===== config.mk =====
export PLATFORM = sky130hd
export DESIGN_NAME = fetch_unit_btb
export DESIGN_NICKNAME = d
export VERILOG_FILES = /design/src/rtl/mips_core_pkg.sv /design/src/rtl/btb_array.sv /design/src/rtl/fetch_unit_btb.sv
export SDC_FILE = /design/constraint.sdc
export NUM_CORES = 1
export LEC_CHECK = 0
export BUFFER_PORTS_ARGS = -buffer_cell sky130_fd_sc_hd__buf_4
export CAP_MARGIN = 20
export CORE_MARGIN = 5
export CORE_UTILIZATION = 45
export CTS_BUF_LIST = sky130_fd_sc_hd__clkbuf_2 sky130_fd_sc_hd__clkbuf_4 sky130_fd_sc_hd__clkbuf_8
export CTS_CLUSTER_DIAMETER = 60
export DETAILED_ROUTE_END_ITERATION = 7
export GPL_ROUTABILITY_DRIVEN = 0
export PLACE_DENSITY = 0.67
export SYNTH_ARGS = -nofsm -noshare
export SYNTH_HDL_FRONTEND = slang
export SYNTH_SLANG_ARGS = --single-unit

===== constraint.sdc =====
create_clock -name clk -period 9.35 [get_ports clk]
set_input_delay 0 -clock clk [delete_from_list [all_inputs] [get_ports clk]]
set_output_delay 0 -clock clk [all_outputs]
set_load 0.01 [all_outputs]

===== src/rtl/mips_core_pkg.sv =====
// Shared types and constants for the mips_core blocks.
// Provides the BTB 2-bit saturating counter type, its named states, the
// core-wide default address width and the counter next-state helper.
package mips_core_pkg;

  // Default byte-address width shared by the fetch, decode and cache blocks.
  localparam int CORE_ADDR_WIDTH = 26;

  typedef logic [1:0] btb_counter_t;

  localparam btb_counter_t CNT_STRONG_NT = 2'd0;
  localparam btb_counter_t CNT_WEAK_NT   = 2'd1;
  localparam btb_counter_t CNT_WEAK_T    = 2'd2;
  localparam btb_counter_t CNT_STRONG_T  = 2'd3;

  // Saturating step: taken moves towards CNT_STRONG_T, not-taken towards
  // CNT_STRONG_NT, and both ends hold.
  function automatic btb_counter_t cnt_next(input btb_counter_t cnt,
                                            input logic         taken);
    if (taken) begin
      return (cnt == CNT_STRONG_T) ? cnt : btb_counter_t'(cnt + 2'd1);
    end
    return (cnt == CNT_STRONG_NT) ? cnt : btb_counter_t'(cnt - 2'd1);
  endfunction

endpackage


===== src/rtl/btb_array.sv =====
// Direct-mapped branch target buffer storage.
// Ports:
//   clk, rst_n        clock and synchronous active-low reset (clears valid bits)
//   rd_pc             lookup address (combinational read port)
//   rd_taken          lookup hit with counter in a taken state
//   rd_target         stored target of the indexed entry
//   wr_valid          a resolved branch is reported this cycle
//   wr_pc             address of the resolved branch
//   wr_taken          actual outcome
//   wr_target         actual taken target
// pc[1:0] never participates in indexing or tag compare.
module btb_array
  import mips_core_pkg::*;
#(
  parameter int ADDR_WIDTH  = CORE_ADDR_WIDTH,
  parameter int BTB_ENTRIES = 16
) (
  input  logic                  clk,
  input  logic                  rst_n,
  input  logic [ADDR_WIDTH-1:0] rd_pc,
  output logic                  rd_taken,
  output logic [ADDR_WIDTH-1:0] rd_target,
  input  logic                  wr_valid,
  input  logic [ADDR_WIDTH-1:0] wr_pc,
  input  logic                  wr_taken,
  input  logic [ADDR_WIDTH-1:0] wr_target
);

  localparam int IDX_W = $clog2(BTB_ENTRIES);
  localparam int TAG_W = ADDR_WIDTH - IDX_W - 2;

  logic [BTB_ENTRIES-1:0] valid;
  logic [TAG_W-1:0]       tag_mem    [BTB_ENTRIES];
  logic [ADDR_WIDTH-1:0]  target_mem [BTB_ENTRIES];
  btb_counter_t           cnt_mem    [BTB_ENTRIES];

  logic [IDX_W-1:0] rd_idx, wr_idx;
  logic [TAG_W-1:0] rd_tag, wr_tag;
  logic             rd_hit, wr_hit;

  // Byte-offset bits are deliberately ignored.
  logic unused_offset_bits;
  assign unused_offset_bits = ^{rd_pc[1:0], wr_pc[1:0]};

  assign rd_idx = rd_pc[IDX_W+1:2];
  assign rd_tag = rd_pc[ADDR_WIDTH-1:IDX_W+2];
  assign wr_idx = wr_pc[IDX_W+1:2];
  assign wr_tag = wr_pc[ADDR_WIDTH-1:IDX_W+2];

  assign rd_hit    = valid[rd_idx] && (tag_mem[rd_idx] == rd_tag);
  assign wr_hit    = valid[wr_idx] && (tag_mem[wr_idx] == wr_tag);
  // Read returns pre-update contents: a same-cycle write is not bypassed.
  assign rd_taken  = rd_hit && (cnt_mem[rd_idx] >= CNT_WEAK_T);
  assign rd_target = target_mem[rd_idx];

  // Valid bits are the only state that needs reset.
  // NOTE: non-blocking (<=) in clocked blocks so every register samples its
  // inputs from before the edge; blocking here would create order-dependent races.
  always_ff @(posedge clk) begin
    if (!rst_n) begin
      valid <= '0;
    end else if (wr_valid && !wr_hit && wr_taken) begin
      valid[wr_idx] <= 1'b1;
    end
  end

  // NOTE: tag/target/counter arrays are not reset; the cleared valid bit
  // already masks them, and leaving them unreset lets them map to plain RAM.
  always_ff @(posedge clk) begin
    if (wr_valid) begin
      if (wr_hit) begin
        cnt_mem[wr_idx] <= cnt_next(cnt_mem[wr_idx], wr_taken);
        if (wr_taken) begin
          target_mem[wr_idx] <= wr_target;
        end
      end else if (wr_taken) begin
        tag_mem[wr_idx]    <= wr_tag;
        target_mem[wr_idx] <= wr_target;
        cnt_mem[wr_idx]    <= CNT_WEAK_T;
      end
    end
  end

endmodule


===== src/rtl/fetch_unit_btb.sv =====
// Fetch-stage next-PC generator with branch target buffer.
// Ports:
//   clk, rst_n         clock and synchronous active-low reset
//   i_stall            hold the PC (hazard control)
//   i_redirect_valid   correction from EX; beats stall
//   i_redirect_pc      corrected fetch address
//   i_update_*         resolved-branch report that trains the BTB
//   o_pc_current       registered PC being fetched this cycle
//   o_pc_next          combinational next PC driving the i_cache address
//   o_pred_taken       BTB prediction for o_pc_current
//   o_pred_target      predicted target (meaningful when o_pred_taken is 1)
module fetch_unit_btb
  import mips_core_pkg::*;
#(
  parameter int                   ADDR_WIDTH  = CORE_ADDR_WIDTH,
  parameter int                   BTB_ENTRIES = 16,
  parameter logic [ADDR_WIDTH-1:0] RESET_PC   = '0
) (
  input  logic                  clk,
  input  logic                  rst_n,
  input  logic                  i_stall,
  input  logic                  i_redirect_valid,
  input  logic [ADDR_WIDTH-1:0] i_redirect_pc,
  input  logic                  i_update_valid,
  input  logic [ADDR_WIDTH-1:0] i_update_pc,
  input  logic                  i_update_taken,
  input  logic [ADDR_WIDTH-1:0] i_update_target,
  output logic [ADDR_WIDTH-1:0] o_pc_current,
  output logic [ADDR_WIDTH-1:0] o_pc_next,
  output logic                  o_pred_taken,
  output logic [ADDR_WIDTH-1:0] o_pred_target
);

  btb_array #(
    .ADDR_WIDTH  (ADDR_WIDTH),
    .BTB_ENTRIES (BTB_ENTRIES)
  ) u_btb (
    .clk       (clk),
    .rst_n     (rst_n),
    .rd_pc     (o_pc_current),
    .rd_taken  (o_pred_taken),
    .rd_target (o_pred_target),
    .wr_valid  (i_update_valid),
    .wr_pc     (i_update_pc),
    .wr_taken  (i_update_taken),
    .wr_target (i_update_target)
  );

  // Redirect outranks stall so a flush arriving during a hazard is not lost.
  // NOTE: o_pc_next gets a default before the priority chain so every path
  // assigns it and no latch is inferred.
  always_comb begin
    o_pc_next = o_pc_current + ADDR_WIDTH'(4);
    if (i_redirect_valid) begin
      o_pc_next = i_redirect_pc;
    end else if (i_stall) begin
      o_pc_next = o_pc_current;
    end else if (o_pred_taken) begin
      o_pc_next = o_pred_target;
    end
  end

  always_ff @(posedge clk) begin
    if (!rst_n) begin
      o_pc_current <= RESET_PC;
    end else begin
      o_pc_current <= o_pc_next;
    end
  end

endmodule


==> summary.md <==
| Metric | Value |
|---|---|
| Crit-path max cell delay | `~0.91 ns` |
| Avg WL per Cell | `a little under 30 um` |
| Reg clk slew, reported paths | `~0.060 ns` |
| Die width | `about 300 um` |
| Num ports | `163` |
| Hpwl dp | `62.0 mm` |
| DRC viols | `0` |
| Post-CTS resize count | `0` |
| Yosys warns | `0` |
| IO Port Bufs | `160` |
| Number of global-route vias before repair | `between 20000 and 25000` |
| CP Max Fanout | `46` |
| Post-Syn Instances | `slightly below 2000` |
| CP required | `slightly above 9 ns` |
| TritonCTS clock tree | `built` |
| Critical path class | `flop to output port` |
| Max Transition Viols Final | `0` |
| MaxCap Viol Count | `0` |
| Final wirelength | `approximately 100 mm` |
| Gr ovfl total | `0` |
| Post-synth top area cell | `edfxtp_1` |
| Max-Slew Margin vs Limit | `0.144` |
| Final hold viol count | `0` |
| Synth-to-Final Area Change | `18.3%` |
| Final WS setup | `3.05 ns` |
| Fmax | `around 160 MHz` |
| First-pass GRT wire length | `149 mm` |
| Core box area | `a little under 80000 sq um` |
| CP bufs+invs | `3` |
| CP endpoint kind | `output port` |
| Iter 0 DRT Violations | `~2900` |
| WP data arrival | `about 6.3 ns` |
| TritonCTS Buffers | `about 130` |
| Clk buf depth | `3` |
| Hold-fix buffers, CTS | `between 100 and 150` |
| Root buffer cell | `clkbuf_8` |
| Flops & latches, synth | `between 800 and 900` |
| Yosys cell types | `80` |
| Power Density | `188 nW/um^2` |
| Yosys top cell area share | `0.640` |
| Clock Skew | `between 0.03 and 0.04 ns` |
| Die ar. | `approximately 86000 sq um` |
| Most frequent cell on the critical path | `buf_4` |
| Pin count of the biggest net entering global routing | `slightly above 90` |
| DR vias | `21600` |
| Post-CTS Setup Repair Bufs | `0` |
| HP Class | `input port to flop` |
| Synth area leaders | `edfxtp_1, mux4_2, mux2i_1` |
| Syn avg cell area | `approximately 19 sq um` |
| Top_reg_cell synth | `edfxtp_1` |
| Highest-delay cell along the critical path | `and4b_1` |
| Area after DPL | `38500 sq um` |
| DRT antenna net count | `0` |
| Fin cells | `between 3000 and 4000` |
| Post-Layout Inst Area | `42700 sq um` |
| EDFF count, synth | `around 770` |
| Final setup fails | `0` |
| Final nets | `approximately 2400` |
| Peak VDD IR | `approximately 140 uV` |
| Drt first pass iters | `5` |
| Dpl ws | `~3.6 ns` |
| CP startpoint kind | `flop` |
| CP Cell Sequence | `buf_4 > inv_1 > nand2_1 > a2111oi_0 > or4_1 > or3_4 > nor4_4 > and4b_1 > a311oi_1 > o31ai_1 > buf_4` |
| Tot Pwr | `~8.0 mW` |
| Slew @ Worst Pin | `about 1.3 ns` |
| Setup_tns | `0 ns` |
| Async set or reset register ratio after synthesis | `0` |
| Status | `finished, final reports clean` |
| RSZ-0062 raised after global routing | `no` |
| Gr usage total | `0.235` |
| Antenna violations before repair | `5` |
| Syn_nets | `2030` |
| CTS Sinks | `810` |
| Skew-Pair Late Insertion Delay | `approximately 0.79 ns` |
| Fin crit share | `0.673` |
| Worst path top cell family by delay | `simple AND/OR/NAND/NOR gates` |
| Via density | `between 6 and 7` |
| Starting Density | `0.455` |
| Mapped Area | `36100 sq um` |
| Leak | `~14 nW` |
| Min Tclk post-route | `about 6.3 ns` |
| # rows | `103` |
| Placed cell count | `3079` |
| DIE HEIGHT | `293 um` |
| CTS H-tree depth | `4` |
| Seq/Total Area, Yosys | `0.663` |
| Share of layout cells above drive strength 1 | `0.337` |
## report_power, final
part	leakage, nW	internal (mW)	switching [mW]
combinational	5.12	0.374	0.449
clock	1.42	1.68	1.44
sequential	7.26	4.02	0.0533
total	13.8	6.07	1.94
## area by class of cell
cell class / count / area, sq um
Antenna cell: 5 / 12.5
Clock inverter: 45 / 352
Sequential cell: 810 / 23900
Timing Repair Buffer: 363 / 3130
Clock buffer: 192 / 2320
Fill cell: 6131 / 36600
Inverter: 18 / 67.6
Multi-Input combinational cell: 987 / 11500
Tap cell: 1050 / 1310
## per-stage QoR
step | hold slack [ns] | utilization
2_1_floorplan | 0.0989 | -
3_3_place_gp | 0.238 | 0.485
3_5_place_dp | 0.240 | 0.485
4_1_cts | 0.000722 | 0.538
5_1_grt | 0.0451 | 0.538
6_report | 0.0556 | 0.538
## cells in the final DEF (no fill, tap or decap), types with 11 or more instances in the layout
cell           netlist  routed
edfxtp_1           768     768
mux4_2             291     291
buf_4               14     212
dlygate4sd3_1        0     147
clkbuf_8             0     141
mux2i_1             89      89
nor2_1             100      72
nand2_1             68      68
clkbuf_4             0      52
nor3_1              45      41
nand3_1             40      40
o31ai_1             39      39
dfxtp_1             42      38
a22o_1              21      21
clkinv_1             0      20
xor2_1              17      17
o21ai_0             16      16
inv_1               17      16
mux2_2              16      16
nor2_4               0      16
o22ai_1             14      14
a22oi_1             14      14
nor2_2               2      14
nand2b_1            12      12
and3_1              12      12
xnor2_1             12      12
a21oi_1             12      12
mux2_4              12      12
nor2b_1             11      11
nand4_1             11      11
nor4_1              11      11
## state kept, by name (all words and copies together) (netlist names)
| signal | cells |
|---|---|
| u_btb.cnt_mem | 32 |
| u_btb.target_mem | 416 |
| o_pc_current | 26 |
| u_btb.tag_mem | 320 |
| u_btb.valid | 16 |
## Yosys cell counts, types with 11 or more instances
cell and number:
nor4_1 11, a21oi_1 12, a22oi_1 14, o21ai_0 16, nor3_1 45, xnor2_1 12, inv_1 17, nand2b_1 12
and3_1 12, clkbuf_1 53, edfxtp_1 768, nand3_1 40, mux4_2 291, xor2_1 17, buf_2 35, dfxtp_1 42
o22ai_1 14, buf_6 13, nor2b_1 11, mux2_2 16, mux2_4 12, buf_4 14, buf_1 13, mux2i_1 89
nand4_1 11, nor2_1 100, nand2_1 68, o31ai_1 39, a22o_1 21
## cell families (layout without fill, tap and decap cells)
kind of cell | after synthesis | count (layout) | synth area share
compound gates | 185 | 185 | 0.0387
xor+xnor | 30 | 30 | 0.00750
fa+ha+maj | 2 | 2 | 0.000625
buf+inv | 148 | 618 | 0.0217
flops | 810 | 810 | 0.663
mux | 410 | 410 | 0.218
other cells | 0 | 5 | 0
simple gates | 360 | 360 | 0.0506
## metal layers
layer | vias up | part of all wire | wire length [um] | track usage
met2 | 1232 | 0.47 | 48500 | 0.368
met3 | 160 | 0.11 | 11300 | 0.0697
met4 | 2 | 0.026 | 2640 | 0.0734
li1 | 8919 | - | - | -
met5 | - | 0.00013 | 13 | 0
met1 | 11300 | 0.39 | 39900 | 0.323
## path summary, 6_finish.rpt
path / from / to / slack, ns / cells after the start
max: o_pc_current[4] / o_pc_next[16] / 3.05 / 11
min: i_update_target[16] / u_btb.target_mem[7][16] / 0.06 / 2
max reg2reg: o_pc_current[4] / o_pc_current[7] / 3.58 / 11
min reg2reg: u_btb.valid[14] / u_btb.valid[14] / 0.51 / 1
No activity file was read; power rests on OpenSTA's default activity.
